`src/rtl/btb_update_ctrl_if.sv`:
```
// Bundles the execute-update, preload, control and BTB write-port signals of
// btb_update_ctrl. The slave modport is the controller side.
interface btb_update_ctrl_if #(
  parameter int INDEX_WIDTH = 12,
  parameter int DEPTH       = 4
);
  localparam int TW = 32 - INDEX_WIDTH - 2;
  localparam int CW = $clog2(DEPTH) + 1;

  logic                   ex_valid_i;
  logic                   ex_ready_o;
  logic [31:0]            ex_pc_i;
  logic [31:0]            ex_target_i;
  logic                   dbg_valid_i;
  logic                   dbg_ready_o;
  logic [INDEX_WIDTH-1:0] dbg_index_i;
  logic [TW-1:0]          dbg_tag_i;
  logic [31:0]            dbg_target_i;
  logic                   stall_i;
  logic                   flush_i;
  logic                   btb_wren_o;
  logic [INDEX_WIDTH-1:0] btb_wr_index_o;
  logic [TW-1:0]          btb_wr_tag_o;
  logic [31:0]            btb_wr_target_o;
  logic [CW-1:0]          pending_o;

  modport slave (
    input  ex_valid_i, ex_pc_i, ex_target_i,
    input  dbg_valid_i, dbg_index_i, dbg_tag_i, dbg_target_i,
    input  stall_i, flush_i,
    output ex_ready_o, dbg_ready_o,
    output btb_wren_o, btb_wr_index_o, btb_wr_tag_o, btb_wr_target_o, pending_o
  );

  modport master (
    output ex_valid_i, ex_pc_i, ex_target_i,
    output dbg_valid_i, dbg_index_i, dbg_tag_i, dbg_target_i,
    output stall_i, flush_i,
    input  ex_ready_o, dbg_ready_o,
    input  btb_wren_o, btb_wr_index_o, btb_wr_tag_o, btb_wr_target_o, pending_o
  );
endinterface

```
`src/rtl/btb_update_ctrl.sv`:
```
// BTB write-side controller: coalescing queue for execute updates, round-robin
// arbitration against debug preloads, registered single write port.
module btb_update_ctrl #(
  parameter int INDEX_WIDTH = 12,
  parameter int DEPTH       = 4
) (
  input  logic              clk_i,
  input  logic              rst_i,
  btb_update_ctrl_if.slave  bus
);
  localparam int TW = 32 - INDEX_WIDTH - 2;
  localparam int AW = $clog2(DEPTH);
  localparam int CW = AW + 1;

  logic [INDEX_WIDTH-1:0] idx_q [DEPTH];
  logic [TW-1:0]          tag_q [DEPTH];
  logic [31:0]            tgt_q [DEPTH];
  logic [DEPTH-1:0]       valid_q;
  logic [AW-1:0]          head_q;
  logic [AW-1:0]          tail_q;
  logic [CW-1:0]          count_q;
  logic [CW-1:0]          count_d;
  logic                   rr_dbg_last_q;

  logic                   wren_q;
  logic [INDEX_WIDTH-1:0] wr_index_q;
  logic [TW-1:0]          wr_tag_q;
  logic [31:0]            wr_target_q;

  logic [INDEX_WIDTH-1:0] ex_index_s;
  logic [TW-1:0]          ex_tag_s;
  logic [DEPTH-1:0]       hit_vec_s;
  logic [AW-1:0]          hit_slot_s;
  logic                   hit_s;
  logic                   full_s;
  logic                   ex_ready_s;
  logic                   q_avail_s;
  logic                   contested_s;
  logic                   grant_q_s;
  logic                   grant_d_s;
  logic                   accept_s;
  logic                   coalesce_s;
  logic                   push_s;
  logic                   pc_unused_s;

  assign ex_index_s  = bus.ex_pc_i[INDEX_WIDTH+1:2];
  assign ex_tag_s    = bus.ex_pc_i[31:INDEX_WIDTH+2];
  assign pc_unused_s = ^bus.ex_pc_i[1:0];

  // Index match against every valid entry; duplicates never exist, so one hit at most
  always_comb begin
    hit_vec_s  = '0;
    hit_slot_s = '0;
    for (int i = 0; i < DEPTH; i++) begin
      hit_vec_s[i] = valid_q[i] && (idx_q[i] == ex_index_s);
      if (hit_vec_s[i]) begin
        hit_slot_s = AW'(i);
      end else begin
        hit_slot_s = hit_slot_s;
      end
    end
  end

  assign hit_s      = bus.ex_valid_i && (|hit_vec_s);
  assign full_s     = (count_q == CW'(DEPTH));
  assign ex_ready_s = !bus.flush_i && (!full_s || hit_s);
  assign q_avail_s  = (count_q != {CW{1'b0}});

  // Round-robin grant between queue head and preload port
  always_comb begin
    grant_q_s   = 1'b0;
    grant_d_s   = 1'b0;
    contested_s = q_avail_s && bus.dbg_valid_i;
    if (!bus.stall_i && !bus.flush_i) begin
      if (contested_s) begin
        grant_q_s = rr_dbg_last_q;
        grant_d_s = !rr_dbg_last_q;
      end else begin
        grant_q_s = q_avail_s;
        grant_d_s = bus.dbg_valid_i;
      end
    end else begin
      grant_q_s = 1'b0;
      grant_d_s = 1'b0;
    end
  end

  // A hit on the head being popped frees that slot, so it becomes an ordinary push
  assign accept_s   = bus.ex_valid_i && ex_ready_s;
  assign coalesce_s = accept_s && hit_s && !(grant_q_s && hit_vec_s[head_q]);
  assign push_s     = accept_s && !coalesce_s;

  always_comb begin
    count_d = count_q + CW'(push_s) - CW'(grant_q_s);
  end

  // Queue storage, pointers and occupancy
  always_ff @(posedge clk_i or negedge rst_i) begin
    if (!rst_i) begin
      valid_q <= '0;
      head_q  <= '0;
      tail_q  <= '0;
      count_q <= '0;
      for (int i = 0; i < DEPTH; i++) begin
        idx_q[i] <= '0;
        tag_q[i] <= '0;
        tgt_q[i] <= 32'h0000_0000;
      end
    end else if (bus.flush_i) begin
      valid_q <= '0;
      head_q  <= '0;
      tail_q  <= '0;
      count_q <= '0;
    end else begin
      if (grant_q_s) begin
        valid_q[head_q] <= 1'b0;
        head_q          <= head_q + AW'(1);
      end
      if (coalesce_s) begin
        tag_q[hit_slot_s] <= ex_tag_s;
        tgt_q[hit_slot_s] <= bus.ex_target_i;
      end
      if (push_s) begin
        valid_q[tail_q] <= 1'b1;
        idx_q[tail_q]   <= ex_index_s;
        tag_q[tail_q]   <= ex_tag_s;
        tgt_q[tail_q]   <= bus.ex_target_i;
        tail_q          <= tail_q + AW'(1);
      end
      count_q <= count_d;
    end
  end

  // Fairness pointer moves only when both sources competed
  always_ff @(posedge clk_i or negedge rst_i) begin
    if (!rst_i) begin
      rr_dbg_last_q <= 1'b1;
    end else if (contested_s && (grant_q_s || grant_d_s)) begin
      rr_dbg_last_q <= grant_d_s;
    end else begin
      rr_dbg_last_q <= rr_dbg_last_q;
    end
  end

  // Registered BTB write port
  always_ff @(posedge clk_i or negedge rst_i) begin
    if (!rst_i) begin
      wren_q      <= 1'b0;
      wr_index_q  <= '0;
      wr_tag_q    <= '0;
      wr_target_q <= 32'h0000_0000;
    end else begin
      wren_q <= grant_q_s || grant_d_s;
      if (grant_q_s) begin
        wr_index_q  <= idx_q[head_q];
        wr_tag_q    <= tag_q[head_q];
        wr_target_q <= tgt_q[head_q];
      end else if (grant_d_s) begin
        wr_index_q  <= bus.dbg_index_i;
        wr_tag_q    <= bus.dbg_tag_i;
        wr_target_q <= bus.dbg_target_i;
      end else begin
        wr_index_q  <= wr_index_q;
        wr_tag_q    <= wr_tag_q;
        wr_target_q <= wr_target_q;
      end
    end
  end

  assign bus.ex_ready_o      = ex_ready_s;
  assign bus.dbg_ready_o     = grant_d_s;
  assign bus.btb_wren_o      = wren_q;
  assign bus.btb_wr_index_o  = wr_index_q;
  assign bus.btb_wr_tag_o    = wr_tag_q;
  assign bus.btb_wr_target_o = wr_target_q;
  assign bus.pending_o       = count_q;
endmodule

```
`src/flat_wrapper.sv`:
```
// flat-port wrapper written by rule: the top's interface ports become plain ports
module btb_update_ctrl_flat 
#(
  parameter int INDEX_WIDTH = 12,
  parameter int DEPTH       = 4
)
  (clk_i, rst_i, bus_ex_valid_i, bus_ex_pc_i, bus_ex_target_i, bus_dbg_valid_i, bus_dbg_index_i, bus_dbg_tag_i, bus_dbg_target_i, bus_stall_i, bus_flush_i, bus_ex_ready_o, bus_dbg_ready_o, bus_btb_wren_o, bus_btb_wr_index_o, bus_btb_wr_tag_o, bus_btb_wr_target_o, bus_pending_o);
  btb_update_ctrl_if #(.INDEX_WIDTH(INDEX_WIDTH), .DEPTH(DEPTH)) bus_i ();
  input  logic clk_i;
  input  logic rst_i;
  input wire logic [$bits(bus_i.ex_valid_i)-1:0] bus_ex_valid_i;
  input wire logic [$bits(bus_i.ex_pc_i)-1:0] bus_ex_pc_i;
  input wire logic [$bits(bus_i.ex_target_i)-1:0] bus_ex_target_i;
  input wire logic [$bits(bus_i.dbg_valid_i)-1:0] bus_dbg_valid_i;
  input wire logic [$bits(bus_i.dbg_index_i)-1:0] bus_dbg_index_i;
  input wire logic [$bits(bus_i.dbg_tag_i)-1:0] bus_dbg_tag_i;
  input wire logic [$bits(bus_i.dbg_target_i)-1:0] bus_dbg_target_i;
  input wire logic [$bits(bus_i.stall_i)-1:0] bus_stall_i;
  input wire logic [$bits(bus_i.flush_i)-1:0] bus_flush_i;
  output wire logic [$bits(bus_i.ex_ready_o)-1:0] bus_ex_ready_o;
  output wire logic [$bits(bus_i.dbg_ready_o)-1:0] bus_dbg_ready_o;
  output wire logic [$bits(bus_i.btb_wren_o)-1:0] bus_btb_wren_o;
  output wire logic [$bits(bus_i.btb_wr_index_o)-1:0] bus_btb_wr_index_o;
  output wire logic [$bits(bus_i.btb_wr_tag_o)-1:0] bus_btb_wr_tag_o;
  output wire logic [$bits(bus_i.btb_wr_target_o)-1:0] bus_btb_wr_target_o;
  output wire logic [$bits(bus_i.pending_o)-1:0] bus_pending_o;
  assign bus_i.ex_valid_i = bus_ex_valid_i;
  assign bus_i.ex_pc_i = bus_ex_pc_i;
  assign bus_i.ex_target_i = bus_ex_target_i;
  assign bus_i.dbg_valid_i = bus_dbg_valid_i;
  assign bus_i.dbg_index_i = bus_dbg_index_i;
  assign bus_i.dbg_tag_i = bus_dbg_tag_i;
  assign bus_i.dbg_target_i = bus_dbg_target_i;
  assign bus_i.stall_i = bus_stall_i;
  assign bus_i.flush_i = bus_flush_i;
  assign bus_ex_ready_o = bus_i.ex_ready_o;
  assign bus_dbg_ready_o = bus_i.dbg_ready_o;
  assign bus_btb_wren_o = bus_i.btb_wren_o;
  assign bus_btb_wr_index_o = bus_i.btb_wr_index_o;
  assign bus_btb_wr_tag_o = bus_i.btb_wr_tag_o;
  assign bus_btb_wr_target_o = bus_i.btb_wr_target_o;
  assign bus_pending_o = bus_i.pending_o;
  btb_update_ctrl #(.INDEX_WIDTH(INDEX_WIDTH), .DEPTH(DEPTH)) u_core (.clk_i(clk_i), .rst_i(rst_i), .bus(bus_i));
endmodule
```
`config.mk`:
```
export PLATFORM = sky130hd
export DESIGN_NAME = btb_update_ctrl_flat
export DESIGN_NICKNAME = d
export VERILOG_FILES = /design/src/rtl/btb_update_ctrl_if.sv /design/src/rtl/btb_update_ctrl.sv /design/src/flat_wrapper.sv
export SDC_FILE = /design/constraint.sdc
export NUM_CORES = 1
export LEC_CHECK = 0
export CAP_MARGIN = 10
export CORE_MARGIN = 1.5
export CORE_UTILIZATION = 60
export DETAILED_ROUTE_END_ITERATION = 10
export GPL_ROUTABILITY_DRIVEN = 1
export PLACE_DENSITY = 0.86
export SETUP_SLACK_MARGIN = 0.4
export SYNTH_ARGS = -nofsm -noshare
export SYNTH_HDL_FRONTEND = slang
export SYNTH_SLANG_ARGS = --single-unit
```
`constraint.sdc`:
```
create_clock -name clk_i -period 4.7 [get_ports clk_i]
set_clock_uncertainty 0.2 [all_clocks]
set_input_delay 0.705 -clock clk_i [delete_from_list [all_inputs] [get_ports clk_i]]
set_output_delay 0.705 -clock clk_i [all_outputs]
set_load 0.03 [all_outputs]
```
# [Word level (Yosys, flattened, before mapping)]
# Cells that the tools add are included.
[classes] n_addsub=4 eq_ne=5 magnitude_cmp=9 muxes=58 n_reduce_logical=32 n_bitwise=7
[ops] op="$mux W128" count=3
[ops] op="$bwmux W128" count=2
[ops] op="$mux W72" count=3
[ops] op="$mux W32" count=6
[ops] op="$bwmux W72" count=2
[ops] op="$demux W32 S2" count=2
[ops] op="$mux W18" count=6
[ops] op="$demux W18 S2" count=2
[ops] op="$bmux W32 S2" count=1
[ops] op="$mux W12" count=5
[ops] op="$bwmux W48" count=1
[ops] op="$eq A12 B12 Y1" count=4
[ops] op="$bmux W18 S2" count=1
[ops] op="$bmux W12 S2" count=1
[ops] op="$demux W12 S2" count=1
[ops] op="$logic_and A1 B1 Y1" count=18
[ops] op="$mux W4" count=4
[ops] op="$mux W2" count=6
[ops] op="$ge A3 B3 Y1 const B" count=3
[ops] op="$not A2 Y3" count=3
[ops] op="$mux W1" count=8
[ops] op="$logic_not A1 Y1" count=6
[ops] op="$lt A2 B3 Y1 const B" count=2
[ops] op="$lt A3 B1 Y1 const B" count=2
[ops] op="other kinds (17)" count=23
[word_totals] output_inout_bits=68 inputBits=132 register_bits=323

# [Logic depth before layout (Yosys ltp)]
[depth] depth_word=15 depth_mapped=12 depth_no_buf=11

# [Least setup slack after synthesis]
# No wires, ideal clock.
[synth_path] path_kind="input port to flip-flop" startpoint="input bus_ex_pc_i[3]" endpoint="register u_core.tag_q[0] (netlist bit)" required_time_ps=4373 arrival_ps=3147 slack_ps=1226 cell_stages=9 cell_sequence="buf_2 -> xnor2_1 -> nand3_1 -> or4_4 -> nor4b_4 -> a2111oi_4 -> mux2i_2 -> buf_6 -> mux2_1"
[synth_between] elab_chain_len=15
[synth_rtl] item="start: declaration" line_no="flat_wrapper.sv:12" source="input wire logic [$bits(bus_i.ex_pc_i)-1:0] bus_ex_pc_i;"
[synth_rtl] item="$eq A12 B12 Y1" line_no="btb_update_ctrl.sv:55" source="hit_vec_s[i] = valid_q[i] && (idx_q[i] == ex_index_s);"
[synth_rtl] item="$logic_and A1 B1 Y1" line_no="btb_update_ctrl.sv:55"
[synth_rtl] item="$mux W1" line_no="btb_update_ctrl.sv:56" source="if (hit_vec_s[i]) begin"
[synth_rtl] item="$mux W2 (2 in a row)" line_no="btb_update_ctrl.sv:56"
[synth_rtl] item="$not A2 Y3 (not written as such)" line_no="btb_update_ctrl.sv:120" source="tag_q[hit_slot_s] <= ex_tag_s;"
[synth_rtl] item="$ge A3 B3 Y1 (not written as such) / $lt A3 B1 Y1 (equally long branches)" line_no="btb_update_ctrl.sv:120"
[synth_rtl] item="$logic_and A1 B1 Y1 (not written as such)" line_no="btb_update_ctrl.sv:120"
[synth_rtl] item="$mux W18 (not written as such)" line_no="btb_update_ctrl.sv:120"
[synth_rtl] item="$demux W18 S2" line_no="btb_update_ctrl.sv:120"
[synth_rtl] item="$bwmux W72" line_no="btb_update_ctrl.sv:120"
[synth_rtl] item="$mux W72" line_no="btb_update_ctrl.sv:119" source="if (coalesce_s) begin"
[synth_rtl] item="$mux W72" line_no="btb_update_ctrl.sv:109" source="end else if (bus.flush_i) begin"
[synth_rtl] item="$bwmux W72" line_no="btb_update_ctrl.sv:126" source="tag_q[tail_q] <= ex_tag_s;"
[synth_rtl] item="$mux W72 *" line_no="btb_update_ctrl.sv:123" source="if (push_s) begin"
[synth_rtl] item="end signal: indexed assignment" line_no="btb_update_ctrl.sv:120"
[synth_rtl] item="end signal: indexed assignment" line_no="btb_update_ctrl.sv:126"
[synth_rtl] item="end: declaration" line_no="btb_update_ctrl.sv:16" source="logic [TW-1:0] tag_q [DEPTH];"
# Every way passes the cells marked *; elsewhere a longest branch is shown, timed or not. The select of a mux whose other input is x is not followed.
# A chain may end at the register's enable or synchronous reset.

# [Worst setup path in the final report]
[layout_path] startpoint="input bus_ex_pc_i[7]" endpoint="output bus_ex_ready_o"
[layout_between] elab_chain_len=6
[layout_rtl] item="$eq A12 B12 Y1" line_no="btb_update_ctrl.sv:55"
[layout_rtl] item="$logic_and A1 B1 Y1" line_no="btb_update_ctrl.sv:55"
[layout_rtl] item="$reduce_or A4 Y1 *" line_no="btb_update_ctrl.sv:64" source="assign hit_s = bus.ex_valid_i && (|hit_vec_s);"
[layout_rtl] item="$logic_and A1 B1 Y1 *" line_no="btb_update_ctrl.sv:64"
[layout_rtl] item="$logic_or A1 B1 Y1 *" line_no="btb_update_ctrl.sv:66" source="assign ex_ready_s = !bus.flush_i && (!full_s || hit_s);"
[layout_rtl] item="$logic_and A1 B1 Y1 *" line_no="btb_update_ctrl.sv:66"
[layout_rtl] item="end: declaration" line_no="flat_wrapper.sv:20" source="output wire logic [$bits(bus_i.ex_ready_o)-1:0] bus_ex_ready_o;"
# Every way passes the cells marked *; elsewhere a longest branch is shown, timed or not.

==> metrics.md <==
| Metric | Value |
|---|---|
| Fill cells | roughly 1500 |
| Share of the synthesized area in the top cell type | 54.49% |
| Die Width | 160.0 um |
| First-pass GRT wire length | between 50000 and 60000 um |
| Finished Layout Cells | 1596 |
| Ant. Diodes | 0 |
| Die span in y | approximately 160 um |
| Longest Clk Path Bufs | 3 |
| Total GRT Usage | about 27% |
| Total power | around 11 mW |
| Post-synth top flop | dfrtp_1 |
| CTS tree | done |
| CP arrival | roughly 3200 ps |
| Fin crit share | 87.16% |
| Measured slew at the worst slew-check pin | around 850 ps |
| Max-slew violations | 0 |
| Port bufs | ~200 |
| Flops & latches, synth | between 300 and 400 |
| Post-synth top cells | dfrtp_1 (322), mux2_1 (173), nand2_1 (142), mux2_2 (76) |
| Drt initial violations | 675 |
| Vias in the first global route | slightly above 10000 |
| Share of the yosys chip area belonging to registers | 54.67% |
| Crit path time final | between 4000 and 5000 ps |
| CP Capture Type | primary output |
| Drt wl/cell | roughly 21 um |
| CTS clk-pin slew, worst paths | around 60 ps |
| IO Pins | 200 |
| CP startpoint kind | input port |
| RSZ-0062 raised after global routing | false |
| Vias | 9474 |
| Net count, final | 1392 |
| M1 GR Usage | roughly 36% |
| Mean number of vias per cell | 5.936 |
| Fin. Hold Viols | 0 |
| Met2 Track Usage GR | a little under half |
| Area contributors post-synth | dfrtp_1 (54%), mux2_1 (13%), mux4_2 (9.4%) |
| Worst hold slack | approximately 82 ps |
| Crit path setup slack, layout | approximately 600 ps |
| Grt ovf | 0 |
| Max Cap Viol | 0 |
| Row cnt | 57 |
| Synth area leader | dfrtp_1 |
| Post-route DRC | 0 |
| Setup bufs post-CTS | 0 |
| Multi-input gate area | about 0.0063 mm^2 |
| Root Driver | clkbuf_16 |
| Setup TNS | 0 ps |
| LEAKAGE | between 8 and 9 nW |
| Unique masters post-synth | slightly above 40 |
| Routability-driven placement congestion ratio | around 0.76 |
| Hold Crit Class | in -> async |
| Post-synth EDFFs | 0 |
| Fraction of registers with async set/reset | 100.0% |
| Post-route cell area | between 0.015 and 0.02 mm^2 |
| Share of cells above drive strength 1 | between 10% and 20% |
| Core box area | ~0.024 mm^2 |
| Htree depth | 2 |
| Largest net degree at the start of global routing | 112 |
| CTS Buf Count | 35 |
| Post-synth design cell area | roughly 0.015 mm^2 |
| Yosys warning count | 0 |
| Final setup violation count | 0 |
| Synthesized Nets | approximately 1200 |
| Clk sinks | around 320 |
| DPL Wire Length | 20810 um |
| Hold Buf Count CTS | 0 |
| Outcome | completed |
| Critical path class | in -> out |
| Avg Cell Area, Syn | 14.08 um^2 |
| Slew Limit Headroom | around 43% |
| Register area | between 0.008 and 0.009 mm^2 |
| GR peak layer | met2 |
| Core Util, Final | between 70% and 80% |
| Count leader, synth | dfrtp_1 |
| Initial core utilization | 60.98% |
| Antenna viol nets, final | 0 |
| Antenna violations before repair | 0 |
| Mapped Cells | 1050 |
| Layout area overhead | 24.25% |
| Place WS | 330.5 ps |
| Max VDD drop | about 0.45 mV |
| Critical Path RT | approximately 3800 ps |
| Drt pass-1 iters | 5 |
| Clk Latency, worst-skew pair | ~500 ps |
| M3 GR Usage | 5.195% |
| DRT Wirelength | ~33000 um |
| Max Fclk | 244.1 MHz |
| Post-place instance area | 0.01723 mm^2 |
| Power density over cell area | around 590 mW/mm^2 |
| Die ar. | about 0.026 mm^2 |
| Crit path max fanout | 7 |
| Cells after DPL | ~1500 |
[critical path, cell delays in order]
cell and delay (ps):
clkdlybuf4s50_1 540, xnor2_1 270, nand3_1 160, or4_4 600, nor4b_4 190, o21a_1 170, nor2_1 130, dlygate4sd2_1 420
[state kept, by name (all words and copies together), names as in the netlist, 2 cells and up]
register                    flops
u_core.valid_q                  4
u_core.tag_q                   72
u_core.bus.btb_wr_target_o     32
u_core.bus.pending_o            3
u_core.tgt_q                  128
u_core.idx_q                   48
u_core.head_q                   2
u_core.tail_q                   2
u_core.bus.btb_wr_tag_o        18
u_core.bus.btb_wr_index_o      12
[cells by family (layout without fill, tap and decap cells)]
| logic type | after synthesis | in the layout | synth area share (%) |
|---|---|---|---|
| DFF | 323 | 323 | 54.67 |
| muxes | 313 | 313 | 28.59 |
| and+or+nand+nor | 189 | 189 | 5.779 |
| buffers and inverters | 82 | 304 | 2.894 |
| AOI/OAI and AO/OA | 81 | 81 | 4.062 |
| xor gates and xnor gates | 51 | 51 | 3.021 |
| adders and majority gates | 11 | 11 | 0.9816 |
[what timing repair did]
action | CTS | global route
gates resized for setup | 1 | 0
endpoints found under the hold margin | 0 | 0
endpoints found under the setup margin | 1 | 0
[placed cells by master (no fill, tap or decap), types with 2 or more instances in the layout]
| cell type | netlist | final |
|---|---|---|
| dfrtp_1 | 322 | 320 |
| clkdlybuf4s50_1 | 0 | 195 |
| mux2_1 | 173 | 173 |
| nand2_1 | 142 | 142 |
| mux2_2 | 76 | 76 |
| mux4_2 | 62 | 62 |
| a22oi_1 | 62 | 62 |
| xnor2_1 | 50 | 50 |
| clkbuf_16 | 0 | 35 |
| buf_4 | 5 | 28 |
| nand3_1 | 10 | 10 |
| inv_1 | 11 | 10 |
| ha_1 | 10 | 10 |
| nand4_1 | 9 | 9 |
| clkbuf_1 | 30 | 9 |
| clkbuf_8 | 0 | 9 |
| nor2_1 | 8 | 8 |
| buf_12 | 0 | 8 |
| a21oi_1 | 7 | 6 |
| nor4_2 | 4 | 4 |
| nand3b_1 | 4 | 4 |
| o21ai_0 | 4 | 4 |
| bufinv_16 | 0 | 3 |
| clkinv_2 | 0 | 3 |
| or3_1 | 2 | 2 |
| nand2b_1 | 2 | 2 |
| nor2b_1 | 2 | 2 |
| mux2i_4 | 0 | 2 |
[metal layers]
| layer | vias up | wire [um] |
|---|---|---|
| li1 | 4198 | - |
| met1 | 4959 | 13990 |
| met2 | 267 | 16710 |
| met3 | 50 | 1769 |
| met4 | 0 | 614 |
| met5 | - | 0 |
[where the power goes]
group / switching, mW / total, mW / internal, mW / leakage (nW)
Combinational: 1.71 / 3.60 / 1.90 / 3.45
Clock: 1.05 / 2.73 / 1.68 / 0.565
Sequential: 0.652 / 4.45 / 3.79 / 4.11
Total: 3.41 / 10.8 / 7.37 / 8.13
[area by class of cell]
class,instances,share of cell area [%]
clock buffers,53,5.625
clock inverters,7,0.6197
inverters,11,0.2247
multi-input cells,645,34.53
flip-flops and latches,323,44.03
well taps,324,2.206
repair buffers,233,12.77
[final timing paths]
path / from / endpoint / slack (ps) / cells after the start
worst max-delay path: bus_ex_pc_i[7] / bus_ex_ready_o / 600 / 8
worst min-delay path: rst_i / u_core.bus.btb_wr_index_o[5]$_DFFE_PN0N_ / 80 / 1
worst max register to register: u_core.head_q[0]$_DFFE_PN0P_ / u_core.tgt_q[23]$_DFFE_PN0N_ / 1240 / 6
worst min register to register: u_core.tag_q[15]$_DFFE_PN0N_ / u_core.tag_q[15]$_DFFE_PN0N_ / 280 / 1
max in group asynchronous: rst_i / u_core.tgt_q[9]$_DFFE_PN0N_ / 3220 / 2
min in group clk_i: u_core.tag_q[15]$_DFFE_PN0N_ / u_core.tag_q[15]$_DFFE_PN0N_ / 280 / 1
No activity file was read; power rests on OpenSTA's default activity.
==> edit (config.mk and constraints unchanged) <==
Make the reset (`rst_i`) synchronous in 3 clocked blocks.
--- a/src/rtl/btb_update_ctrl.sv
+++ b/src/rtl/btb_update_ctrl.sv
@@ -97,3 +97,3 @@
   // Queue storage, pointers and occupancy
-  always_ff @(posedge clk_i or negedge rst_i) begin
+  always_ff @(posedge clk_i) begin
     if (!rst_i) begin
@@ -134,3 +134,3 @@
   // Fairness pointer moves only when both sources competed
-  always_ff @(posedge clk_i or negedge rst_i) begin
+  always_ff @(posedge clk_i) begin
     if (!rst_i) begin
@@ -145,3 +145,3 @@
   // Registered BTB write port
-  always_ff @(posedge clk_i or negedge rst_i) begin
+  always_ff @(posedge clk_i) begin
     if (!rst_i) begin
Function: differs if rst_i is asserted again (counterexample within 4 cycles, from zero or initial values and one cycle with rst_i low); with rst_i held inactive, the same outputs for 4 cycles.
==> edit against the unedited design <==
Global-route usage increased by 4.7 points; via count is 16% higher; wire length is 22% higher; synthesized area rose by 0.59%; setup slack got worse by 0.014 ns; maximum frequency shrank 0.33%; count of clock-buffer cells in the layout shrank 3; sequential cell count is 2 higher; critical path depth did not move; design area grew 1.4%; critical endpoint unchanged.
Power is not compared: it rests on default switching activity, and its combinational part moved more than twofold at a synthesized area within 25%.
==> edit: results (changes against the unedited design) <==
{| class="wikitable"
! Metric !! Value
|-
| Result of the run || finished, final reports clean (unchanged)
|-
| Share of final-layout standard cells stronger than drive strength 1 || 14.6% (was 19.1%)
|-
| Maximum number of pins on one net before global-route repair || 67 (was 112)
|-
| First-pass GRT wire length || 62300 µm (was 54900 µm)
|-
| Critical path peak fanout || 8 (was 7)
|-
| Global routing usage summed across all routing layers || 31.7% (was 27.0%)
|-
| Arrival @ worst endpoint || 3.20 ns (was 3.19 ns)
|-
| Avg Synthesized Cell Area || 12.5 µm² (was 14.1 µm²)
|-
| Ys async rst share || 0% (was 100%)
|-
| Total placed cells including tap cells || 1667 (was 1536)
|-
| Via count of the first global-routing pass || 11.1k (was 10.3k)
|-
| Hpwl dp || 24600 µm (was 20800 µm)
|-
| Weighted congestion reported at the end of routability-driven placement || 0.922 (was 0.762)
|-
| Depth of the most critical reg-to-reg path || 8 (was 6)
|-
| Instance area after placement || 17400 µm² (was 17200 µm²)
|-
| Count of flip-flops with a built-in enable after synthesis || 248 (was 0)
|-
| Number of antenna violations at the first check in global routing || 3 (was 0)
|-
| Timing startpoint of the critical path || bus_ex_pc_i[13] (was bus_ex_pc_i[7])
|-
| Worst hold slack || 0.314 ns (was 0.0816 ns)
|-
| Startpoint of the worst register-to-register path || u_core.idx_q[0][2]$_SDFFCE_PN0P_ (was u_core.head_q[0]$_DFFE_PN0P_)
|-
| Final routed wire length divided by cell count || 23.3 µm (was 20.7 µm)
|-
| Clock latency at the later pin of the worst-skew pair || 0.53 ns (was 0.50 ns)
|-
| Synth unique cells || 48 (was 41)
|-
| Worst min-delay path class || flip-flop to flip-flop (was primary input to async pin)
|-
| Net count of the finished layout || 1523 (was 1392)
|-
| Relative max-transition margin || 32.2% (was 43.4%)
|-
| Register-to-register path setup slack || 0.98 ns (was 1.24 ns)
|-
| List of most frequent post-synthesis cells || edfxtp_1 (248), nor3_1 (140), nand2_1 (138) (was dfrtp_1 (322), mux2_1 (173), nand2_1 (142))
|-
| Initial detailed-routing violation count || 1406 (was 675)
|-
| Post-CTS sizing || 2 (was 1)
|}
## edit: cell types whose count changed after synthesis, sizes merged, moves of 7 or more
cell	unedited run	this run
edfxtp	0	248
dfxtp	0	77
o21ai	5	12
nor3	0	152
xor2	1	13
mux2	249	0
and2	0	40
or4	1	10
and3	1	17
xnor2	50	41
clkbuf	30	53
a21oi	7	72
dfrtp	322	0
inv	11	60
## edit: metal layers
layer / vias to the layer above / global-route usage (%) / wire (µm)
met4: 0 / 12.9 / 1300
met5: - / 0 / 0
met1: 5379 / 42.7 / 15400
met2: 729 / 51.2 / 19400
li1: 4787 / - / -
met3: 96 / 6.07 / 4290
## edit: final cells by class
cell class	count	area, µm²
clock inverter	14	206
clock buffer	50	1000
multi-input combinational	709	5330
timing repair buffer	249	2450
antenna	3	7.51
tap	324	405
sequential	325	8990
fill	1443	5700
inverter	60	225
## edit: worst max path at each step
stage,endpoint,cells after the start
2_1_floorplan,u_core.tag_q[0][0]$_SDFFCE_PN0P_,9
3_3_place_gp,u_core.tgt_q[0][31]$_SDFFCE_PN0P_,9
3_5_place_dp,u_core.tag_q[0][14]$_SDFFCE_PN0P_,9
4_1_cts,u_core.tag_q[0][3]$_SDFFCE_PN0P_,9
5_1_grt,bus_ex_ready_o,8
6_report,bus_ex_ready_o,8
## edit: logic make-up (layout without fill, tap and decap cells)
family                   count (synthesis)  in the layout  synth area share (%)
AND/OR/NAND/NOR                        427            427                  14.8
XOR/XNOR                                54             54                  3.18
AO/OA/AOI/OAI                          153            153                  6.46
adder cells (fa/ha/maj)                 11             11                 0.976
other                                    0              3                     0
flip-flops                             325            325                  60.4
buffers and inverters                  159            373                  4.58
multiplexers                            64             64                  9.52
## edit: worst max-delay path, stage by stage
cell and delay [ns]:
clkdlybuf4s50_1 0.58, xor2_1 0.26, or3_1 0.43, nor4_2 0.37
nor4_2 0.14, nand2b_1 0.16, a21oi_1 0.17, clkdlybuf4s15_1 0.39
## edit: through the flow
step	setup WS, ns	power [mW]
global route	0.414	6.98
floorplan	0.237	3.67
global placement	0.228	3.97
detailed placement	0.132	3.99
CTS	0.498	6.82
finish	0.590	6.82
## edit: power groups by stage
stage | Combinational [mW] | Clock (mW) | Sequential [mW]
after floorplan | 0.290 | 0 | 3.38
after global placement | 0.631 | 0 | 3.33
after detailed placement | 0.639 | 0 | 3.35
after CTS | 0.649 | 2.88 | 3.29
after global routing | 0.690 | 2.99 | 3.30
final | 0.654 | 2.87 | 3.29
